--- config.mk ---
export PLATFORM = sky130hd
export DESIGN_NAME = mmp_iddmm_seq
export DESIGN_NICKNAME = d
export VERILOG_FILES = /design/src/rtl/mmp_iddmm_pkg.sv /design/src/rtl/mmp_iddmm_collect.sv /design/src/rtl/mmp_iddmm_seq.sv
export SDC_FILE = /design/constraint.sdc
export NUM_CORES = 1
export LEC_CHECK = 0
export ABC_AREA = 1
export ABC_CLOCK_PERIOD_IN_PS = 19700
export BUFFER_PORTS_ARGS = -buffer_cell sky130_fd_sc_hd__buf_4
export CAP_MARGIN = 0
export CORE_AREA = 2 2 353 355
export CTS_CLUSTER_SIZE = 28
export DETAILED_ROUTE_END_ITERATION = 10
export DIE_AREA = 0 0 355 357
export PLACE_DENSITY = 0.35
export SYNTH_ARGS = -nofsm -noshare
export SYNTH_HDL_FRONTEND = slang
export SYNTH_SLANG_ARGS = --single-unit
--- constraint.sdc ---
create_clock -name clk -period 19.7 [get_ports clk]
set_input_delay 2.955 -clock clk [delete_from_list [all_inputs] [get_ports clk]]
set_output_delay 2.955 -clock clk [all_outputs]
set_load 0.01 [all_outputs]
--- src/rtl/mmp_iddmm_pkg.sv ---
// Shared types and constants for the IDDMM operand sequencer and its result collector.
package mmp_iddmm_pkg;

    localparam int DEF_K = 128;
    localparam int DEF_N = 16;

    // One-hot core RAM write enables: bit0 = x, bit1 = y, bit2 = m.
    localparam logic [2:0] WEN_X = 3'b001;
    localparam logic [2:0] WEN_Y = 3'b010;
    localparam logic [2:0] WEN_M = 3'b100;

    typedef enum logic [2:0] {
        ST_IDLE,
        ST_LD_M1,
        ST_LD_M,
        ST_LD_X,
        ST_LD_Y,
        ST_REQ,
        ST_RUN,
        ST_DONE
    } state_e;

    // Core RAM write enable for a word-loading phase; m1 and non-load states write nothing.
    function automatic logic [2:0] phase_wen(input state_e s);
        // NOTE: the default arm makes every input produce a value; the same habit in
        // always_comb (assign a default before any branch) is what keeps latches out.
        case (s)
            ST_LD_M: return WEN_M;
            ST_LD_X: return WEN_X;
            ST_LD_Y: return WEN_Y;
            default: return 3'b000;
        endcase
    endfunction

    // Phase that follows a completed N-word load phase.
    function automatic state_e phase_next(input state_e s);
        case (s)
            ST_LD_M: return ST_LD_X;
            ST_LD_X: return ST_LD_Y;
            default: return ST_REQ;
        endcase
    endfunction

endpackage

--- src/rtl/mmp_iddmm_collect.sv ---
// Result collector: forwards up to N core result words one cycle after each grant,
// flags the Nth word, and reports whether exactly N words arrived.
module mmp_iddmm_collect
    import mmp_iddmm_pkg::*;
#(
    parameter int K      = DEF_K,
    parameter int N      = DEF_N,
    parameter int ADDR_W = $clog2(N)
) (
    input  logic         clk,
    input  logic         rst,
    input  logic         clr_i,
    input  logic         run_i,
    input  logic         grant_i,
    input  logic [K-1:0] res_i,
    output logic         r_valid_o,
    output logic [K-1:0] r_data_o,
    output logic         r_last_o,
    output logic         cnt_ok_o
);

    localparam int              CW        = ADDR_W + 1;
    localparam logic [CW-1:0]   CNT_LAST  = CW'(N - 1);
    localparam logic [CW-1:0]   CNT_FULL  = CW'(N);

    logic [CW-1:0] cnt_q;
    logic          ovf_q;
    logic          r_valid_q;
    logic          r_last_q;
    logic [K-1:0]  r_data_q;

    // Register each accepted grant; grants past the Nth are dropped and remembered.
    always_ff @(posedge clk or posedge rst) begin
        if (rst) begin
            cnt_q     <= '0;
            ovf_q     <= 1'b0;
            r_valid_q <= 1'b0;
            r_last_q  <= 1'b0;
            r_data_q  <= '0;
        end else begin
            // NOTE: non-blocking assignments throughout, so every register here sees the
            // pre-edge value of cnt_q regardless of statement order.
            r_valid_q <= 1'b0;
            r_last_q  <= 1'b0;
            if (clr_i) begin
                cnt_q <= '0;
                ovf_q <= 1'b0;
            end else if (run_i && grant_i) begin
                if (cnt_q != CNT_FULL) begin
                    r_valid_q <= 1'b1;
                    r_data_q  <= res_i;
                    r_last_q  <= (cnt_q == CNT_LAST);
                    cnt_q     <= cnt_q + 1'b1;
                end else begin
                    ovf_q <= 1'b1;
                end
            end
        end
    end

    assign r_valid_o = r_valid_q;
    assign r_data_o  = r_data_q;
    assign r_last_o  = r_last_q;
    assign cnt_ok_o  = (cnt_q == CNT_FULL) && !ovf_q;

endmodule

--- src/rtl/mmp_iddmm_seq.sv ---
// Operand sequencer for the IDDMM Montgomery core: unpacks one word stream into the
// core's m1 register and x/y/m RAMs, issues the task, and frames the result words.
module mmp_iddmm_seq
    import mmp_iddmm_pkg::*;
#(
    parameter int K       = DEF_K,
    parameter int N       = DEF_N,
    parameter int ADDR_W  = $clog2(N),
    parameter int TIMEOUT = 4096
) (
    input  logic              clk,
    input  logic              rst,
    input  logic              start,
    input  logic              load_m,
    input  logic              s_valid,
    output logic              s_ready,
    input  logic [K-1:0]      s_data,
    output logic [2:0]        wr_ena,
    output logic [ADDR_W-1:0] wr_addr,
    output logic [K-1:0]      wr_x,
    output logic [K-1:0]      wr_y,
    output logic [K-1:0]      wr_m,
    output logic [K-1:0]      wr_m1,
    output logic              task_req,
    input  logic              task_grant,
    input  logic [K-1:0]      task_res,
    input  logic              task_end,
    output logic              r_valid,
    output logic [K-1:0]      r_data,
    output logic              r_last,
    output logic              busy,
    output logic              done,
    output logic              err,
    output logic              m_valid
);

    localparam int              CW       = ADDR_W + 1;
    localparam logic [CW-1:0]   CNT_LAST = CW'(N - 1);
    localparam int              TW       = $clog2(TIMEOUT + 1);
    localparam logic [TW-1:0]   TMO_LAST = TW'(TIMEOUT - 1);

    state_e            state_q;
    logic [CW-1:0]     cnt_q;
    logic [TW-1:0]     tmo_q;
    logic [K-1:0]      m1_q;
    logic [K-1:0]      wr_data_q;
    logic [ADDR_W-1:0] wr_addr_q;
    logic [2:0]        wr_ena_q;
    logic              task_req_q;
    logic              done_q;
    logic              err_q;
    logic              m_valid_q;
    logic              hs;
    logic              cnt_ok;

    // Ready and busy are pure decodes of the state register, so they switch with it
    // and carry no input-to-output path.
    assign s_ready = (state_q == ST_LD_M1) || (state_q == ST_LD_M) ||
                     (state_q == ST_LD_X)  || (state_q == ST_LD_Y);
    assign busy    = (state_q != ST_IDLE);
    assign hs      = s_valid && s_ready;

    // Sequencer FSM with load path, write-port registers and RUN timeout.
    always_ff @(posedge clk or posedge rst) begin
        if (rst) begin
            state_q    <= ST_IDLE;
            cnt_q      <= '0;
            tmo_q      <= '0;
            m1_q       <= '0;
            wr_data_q  <= '0;
            wr_addr_q  <= '0;
            wr_ena_q   <= '0;
            task_req_q <= 1'b0;
            done_q     <= 1'b0;
            err_q      <= 1'b0;
            m_valid_q  <= 1'b0;
        end else begin
            // Pulse outputs are high only in the cycle after the event that sets them.
            wr_ena_q   <= '0;
            task_req_q <= 1'b0;
            done_q     <= 1'b0;
            err_q      <= 1'b0;

            // Every non-m1 handshake becomes a core write in the following cycle.
            if (hs && (state_q != ST_LD_M1)) begin
                wr_ena_q  <= phase_wen(state_q);
                wr_addr_q <= cnt_q[ADDR_W-1:0];
                wr_data_q <= s_data;
            end

            unique case (state_q)
                ST_IDLE: begin
                    if (start) begin
                        cnt_q <= '0;
                        if (load_m) begin
                            state_q <= ST_LD_M1;
                        end else if (m_valid_q) begin
                            state_q <= ST_LD_X;
                        end else begin
                            // x/y-only run with no modulus ever loaded.
                            err_q <= 1'b1;
                        end
                    end
                end
                ST_LD_M1: begin
                    if (hs) begin
                        m1_q    <= s_data;
                        cnt_q   <= '0;
                        state_q <= ST_LD_M;
                    end
                end
                ST_LD_M, ST_LD_X, ST_LD_Y: begin
                    if (hs) begin
                        if (cnt_q == CNT_LAST) begin
                            cnt_q   <= '0;
                            state_q <= phase_next(state_q);
                            if (state_q == ST_LD_M) begin
                                m_valid_q <= 1'b1;
                            end
                        end else begin
                            cnt_q <= cnt_q + 1'b1;
                        end
                    end
                end
                ST_REQ: begin
                    task_req_q <= 1'b1;
                    tmo_q      <= '0;
                    state_q    <= ST_RUN;
                end
                ST_RUN: begin
                    if (task_end) begin
                        state_q <= ST_DONE;
                    end else if (tmo_q == TMO_LAST) begin
                        err_q   <= 1'b1;
                        state_q <= ST_IDLE;
                    end else begin
                        tmo_q <= tmo_q + 1'b1;
                    end
                end
                ST_DONE: begin
                    // The collector has already counted a grant coincident with task_end.
                    if (cnt_ok) begin
                        done_q <= 1'b1;
                    end else begin
                        err_q <= 1'b1;
                    end
                    state_q <= ST_IDLE;
                end
                default: begin
                    state_q <= ST_IDLE;
                end
            endcase
        end
    end

    mmp_iddmm_collect #(
        .K      (K),
        .N      (N),
        .ADDR_W (ADDR_W)
    ) u_collect (
        .clk       (clk),
        .rst       (rst),
        .clr_i     (state_q == ST_REQ),
        .run_i     (state_q == ST_RUN),
        .grant_i   (task_grant),
        .res_i     (task_res),
        .r_valid_o (r_valid),
        .r_data_o  (r_data),
        .r_last_o  (r_last),
        .cnt_ok_o  (cnt_ok)
    );

    // The core re-latches m1 on every write, so m1 is presented continuously.
    assign wr_ena   = wr_ena_q;
    assign wr_addr  = wr_addr_q;
    assign wr_x     = wr_data_q;
    assign wr_y     = wr_data_q;
    assign wr_m     = wr_data_q;
    assign wr_m1    = m1_q;
    assign task_req = task_req_q;
    assign done     = done_q;
    assign err      = err_q;
    assign m_valid  = m_valid_q;

endmodule

Yosys cells after proc, flatten, opt, wreduce, memory -nomap -nowiden
Cells that the tools add are included.
{"block": "totals", "regBits": 424, "elab_cells": 107, "output_inout_bits": 655, "input_bits": 263}
{"block": "op_classes", "n_bitwise": 1, "add_sub_neg": 3, "n_reduce_logical": 23, "muxes": 42, "n_eq_ne": 22}
{"operator": "$mux W5", "n": 7}
{"operator": "$mux W3", "n": 9}
{"operator": "$mux W13", "n": 2}
{"operator": "$pmux W13 S2", "n": 1}
{"operator": "$mux W1", "n": 18}
{"operator": "$pmux W3 S6", "n": 1}
{"operator": "$pmux W5 S3", "n": 1}
{"operator": "$add A13 B1 Y13 const B", "n": 1}
{"operator": "$eq A13 B12 Y1 const B", "n": 1}
{"operator": "$eq A3 B3 Y1 const B", "n": 4}
{"operator": "$ne A2 B2 Y1 const B", "n": 6}
{"operator": "$add A5 B1 Y5 const B", "n": 2}
{"operator": "$eq A5 B4 Y1 const B", "n": 2}
{"operator": "$pmux W3 S3", "n": 1}
{"operator": "$reduce_and A4 Y1", "n": 2}
{"operator": "$eq A3 B2 Y1 const B", "n": 2}
{"operator": "$ne A3 B3 Y1 const B", "n": 2}
{"operator": "$pmux W3 S2", "n": 1}
{"operator": "$reduce_and A2 Y1", "n": 3}
{"operator": "$reduce_and A3 Y1", "n": 2}
{"operator": "$reduce_and A6 Y1", "n": 1}
{"operator": "$reduce_bool A2 Y1", "n": 3}
{"operator": "$reduce_bool A3 Y1", "n": 2}
{"operator": "$eq A5 B5 Y1 const B", "n": 1}
{"operator": "other kinds (11)", "n": 16}

Depth between registers and ports, before layout
{"block": "depth", "word_depth": 7, "ltp_mapped": 11, "mapped_depth_nobuf": 10}

Modules after synthesis
A second synthesis with hierarchy kept.
{"block": "unflattened", "cells_unflattened": 1902, "hier_area_um2": 18769.3}
{"mod": "mmp_iddmm_seq", "area_per_inst_um2": 13494.2, "seq_area_each_um2": 7206.9, "cells_per_inst": 1307, "n_inst": 1}
{"mod": "mmp_iddmm_collect", "area_per_inst_um2": 5275.1, "seq_area_each_um2": 3403.3, "cells_per_inst": 595, "n_inst": 1}

Worst setup path before layout
OpenSTA, ideal clock, no wires.
{"block": "synth_timing", "path_kind": "reg2out", "start": "register state_q[2]", "end": "output port s_ready", "required_ns": 16.745, "path_stages_with_launch": 5, "path_buffers": 1, "arrival_time_ns": 0.867, "setup_slack_ns": 15.878, "path_cell_list": "dfrtp_1 buf_2 inv_2 o21ai_0 nand2_1"}
{"block": "synth_via", "elab_chain_len": 4, "elab_cells_between_ends": 7, "cone_classes": "eq/ne (4); reduce/logical (3)"}
{"item": "from (decl)", "line": "mmp_iddmm_seq.sv:42", "source": "state_e state_q;"}
{"item": "from (signal assigned)", "line": "mmp_iddmm_seq.sv:116", "source": "state_q <= phase_next(state_q);"}
{"item": "$eq A3 B1 Y1 or $eq A3 B2 Y1 (tied branches)", "line": "mmp_iddmm_seq.sv:58", "source": "assign s_ready = (state_q == ST_LD_M1) || (state_q == ST_LD_M) ||"}
{"item": "$logic_or A1 B1 Y1 (2 in a row)", "line": "mmp_iddmm_seq.sv:58"}
{"item": "$logic_or A1 B1 Y1 (*)", "line": "mmp_iddmm_seq.sv:59", "source": "(state_q == ST_LD_X) || (state_q == ST_LD_Y);"}
{"item": "to (decl)", "line": "mmp_iddmm_seq.sv:16", "source": "output logic s_ready,"}
Every way passes the cells marked *; elsewhere a longest branch is shown, timed or not.

Worst setup path after layout
{"block": "layout_timing", "start": "input port s_valid", "end": "register wr_data_q[113] (netlist: wr_m[113])"}
{"block": "layout_via", "elab_chain_len": 2}
{"item": "from (decl)", "line": "mmp_iddmm_seq.sv:15", "source": "input logic s_valid,"}
{"item": "$logic_and A1 B1 Y1", "line": "mmp_iddmm_seq.sv:61", "source": "assign hs = s_valid && s_ready;"}
{"item": "$logic_and A1 B1 Y1", "line": "mmp_iddmm_seq.sv:85", "source": "if (hs && (state_q != ST_LD_M1)) begin"}
{"item": "to (signal assigned)", "line": "mmp_iddmm_seq.sv:88", "source": "wr_data_q <= s_data;"}
{"item": "to (decl)", "line": "mmp_iddmm_seq.sv:46", "source": "logic [K-1:0] wr_data_q;"}
Every way passes these cells.
A chain may end at the register's enable or synchronous reset.

==> flow_summary.json <==
{
  "status": "completed",
  "holdPathEnd": "u_collect.r_data_o[36]$_DFFE_PP0P_",
  "ys_types": 30,
  "yosysMostFrequentCell": "nand2_1",
  "synth_area_leaders": "dfrtp_1, nand2_1, buf_4",
  "grt_pass1_vias": 15200,
  "grt_max_degree": 205,
  "cellLeakagePower_nw": 14.3,
  "vias": 15100,
  "setup_viol": 0,
  "crit_slowest_cell": "buf_4",
  "antenna_cells": 0,
  "async_flop_share": 1.00,
  "cts_sinks": 424,
  "synth_common_cells": "nand2_1, dfrtp_1, o21ai_0",
  "drc": 0,
  "wirelength_um": 79300,
  "grt_pass1_wl_um": 112000,
  "end_kind": "flip-flop",
  "syn_area_per_cell_um2": 9.02,
  "synth_ff_type": "dfrtp_1",
  "clk_latency_ns": 0.63,
  "gp_congestion": 0.764,
  "synthCells": 2025,
  "combPwrFrac": 0.419,
  "place_inst": 4245,
  "ctsHoldBuffers": 0,
  "syn_area_mm2": 0.0183,
  "rsz0062_at_grt": "no",
  "track_usage": 0.120,
  "start_kind": "input pin",
  "crit_required_ns": 20.16,
  "post_cts_buffers": 0,
  "finClkSkew_ns": 0.0240,
  "postPlaceCellArea_mm2": 0.0250,
  "slew_viol_final": 0,
  "antenna_found_initial": 15,
  "synthToLayoutAreaGrowth_pct": 46.9,
  "max_stage_delay_ns": 0.81,
  "cp_max_fo": 101,
  "switching_share": 0.391,
  "slew_headroom": 0.278,
  "seq_power_share": 0.357,
  "wire_per_inst_um": 18.3,
  "synth.top_cell.area_share": 0.581,
  "die_x_um": 355,
  "tns_ns": 0,
  "instances_no_fill": 4341,
  "dieArea_mm2": 0.127,
  "worstHoldStart": "u_collect.r_data_o[36]$_DFFE_PP0P_",
  "max-cap-violations": 0,
  "layout.nets": 2932,
  "internal-power_w": 0.00285,
  "cts.path.max_buffers": 3,
  "r2r_cells": 7,
  "reg2reg_from": "state_q[0]$_DFFE_PP0P_",
  "p_clk_frac": 0.224,
  "io_buffers": 917,
  "final_cell_area_mm2": 0.0268,
  "switching_power_w": 0.00183,
  "max_freq_mhz": 196,
  "synth_top_area_cell": "dfrtp_1",
  "ir_drop_mv": 0.0736,
  "dieHeight_um": 357,
  "initial_core_util": 0.148,
  "reg2reg_slack_ns": 15.92,
  "drt-initial-drc-count": 749,
  "num_rows": 129,
  "hold_class": "flip-flop to flip-flop",
  "crit_chain": "buf_4 -> nand3_4 -> buf_4 -> buf_4 -> o21ai_0",
  "rr_endpoint": "wr_m[113]$_DFFE_PP0P_",
  "drt-pass1-iter-count": 5,
  "root_buffer": "clkbuf_16",
  "hold_violations": 0,
  "num_io_pins": 918,
  "worstPathArrival_ns": 5.57,
  "ctsHtreeMaxLevel": 2,
  "cts_made_buffers": 54,
  "worst_pin_slew_ns": 1.08,
  "clk_pin_slew_ns": 0.06,
  "power_density_mw_per_mm2": 174,
  "period_needed_ns": 5.11,
  "path_class": "input pin to flip-flop",
  "coreArea_mm2": 0.123,
  "drive_gt1_frac": 0.381,
  "ys_seq_area_frac": 0.581,
  "fin_crit_sh": 0.259,
  "synth_edf_count": 0,
  "syn_nets": 2293,
  "dp_hpwl_um": 60700,
  "ys_warn_count": 0,
  "ys_seq_elements": 424,
  "whs_path_depth": 2,
  "cp_common_cell": "buf_4",
  "vias_per_cell": 3.48,
  "cts_tree": "yes",
  "gr-total-overflow": 0,
  "cts_resized": 0,
  "postRouteAntennaNets": 0
}
==> stage by stage <==
| step | power (W) | setup WS, ns | utilization | hold slack [ns] |
|---|---|---|---|---|
| 4_1_cts | 0.00478 | 14.34 | 0.218 | 0.483 |
| 2_1_floorplan | 0.00262 | 4.94 | - | 0.427 |
| 3_5_place_dp | 0.00369 | 13.66 | 0.203 | 0.467 |
| 6_report | 0.00468 | 14.59 | 0.218 | 0.478 |
| 3_3_place_gp | 0.00370 | 13.63 | 0.203 | 0.465 |
| 5_1_grt | 0.00501 | 14.10 | 0.218 | 0.495 |
==> critical path: cells and delay by family <==
| family | cells | cell delay [ns] |
|---|---|---|
| AO/OA/AOI/OAI | 1 | 0.16 |
| AND/OR/NAND/NOR | 1 | 0.53 |
| buffers and inverters | 3 | 1.69 |
==> cell usage in the layout (no fill, tap or decap), types with 3 or more instances in the layout <==
cell / Yosys / routed
clkbuf_16: 0 / 57
xor2_1: 9 / 9
nand3_1: 32 / 31
clkbuf_8: 0 / 16
clkbuf_1: 27 / 9
o211ai_1: 3 / 3
nand4_1: 6 / 6
dfrtp_1: 424 / 424
nand2_1: 716 / 716
inv_1: 158 / 157
o21ai_0: 273 / 273
nor2_1: 31 / 31
clkinv_2: 0 / 5
ha_1: 5 / 5
a21oi_1: 3 / 3
bufinv_16: 0 / 4
buf_4: 269 / 928
==> how the worst max path moves through the flow <==
stage	start	endpoint	slack, ns
4_1_cts	rst	err$_DFF_PP0_	14.34
5_1_grt	rst	err$_DFF_PP0_	14.10
3_3_place_gp	rst	u_collect.ovf_q$_DFFE_PP0P_	13.63
6_report	s_valid	wr_m[113]$_DFFE_PP0P_	14.59
3_5_place_dp	rst	u_collect.r_data_o[100]$_DFFE_PP0P_	13.66
2_1_floorplan	rst	cnt_q[0]$_DFFE_PP0P_	4.94
==> power groups by stage <==
stage	combinational [W]	clock (W)	sequential, W
CTS	0.00201	0.00109	0.00168
global placement	0.00201	0	0.00168
detailed placement	0.00201	0	0.00168
floorplan	0.000925	0	0.00169
global route	0.00216	0.00113	0.00172
finish	0.00196	0.00105	0.00167
==> metal layers <==
layer / up-vias / routed length (um) / global-route usage
li1: 7304 / - / -
met1: 7068 / 33700 / 0.151
met2: 597 / 36500 / 0.191
met3: 101 / 7620 / 0.0495
met4: 22 / 1340 / 0.0242
met5: - / 145 / 0
==> logic make-up (layout without fill, tap and decap cells) <==
kind of cell	Yosys count	after routing	synth area share
simple gates	796	796	0.170
xor+xnor	9	9	0.00432
buf+inv	508	1187	0.163
compound gates	283	283	0.0784
fa+ha+maj	5	5	0.00343
flops	424	424	0.581
==> state kept, by name, summed over array words and instances (netlist names), 4 cells and up <==
register and count:
wr_m1 128, cnt_q 5, wr_addr 4, u_collect.cnt_q 5, tmo_q 13, u_collect.r_data_o 128, wr_m 128
==> final cells by class <==
| type | count | area (um2) |
|---|---|---|
| clock buffers | 82 | 1680 |
| clock inverters | 14 | 186 |
| fillers | 13700 | 96200 |
| inverters | 162 | 623 |
| multi-input cells | 1093 | 4700 |
| flip-flops and latches | 424 | 10600 |
| well taps | 1637 | 2050 |
| repair buffers | 929 | 6990 |
Note: power is estimated with default switching activity, not from simulation.
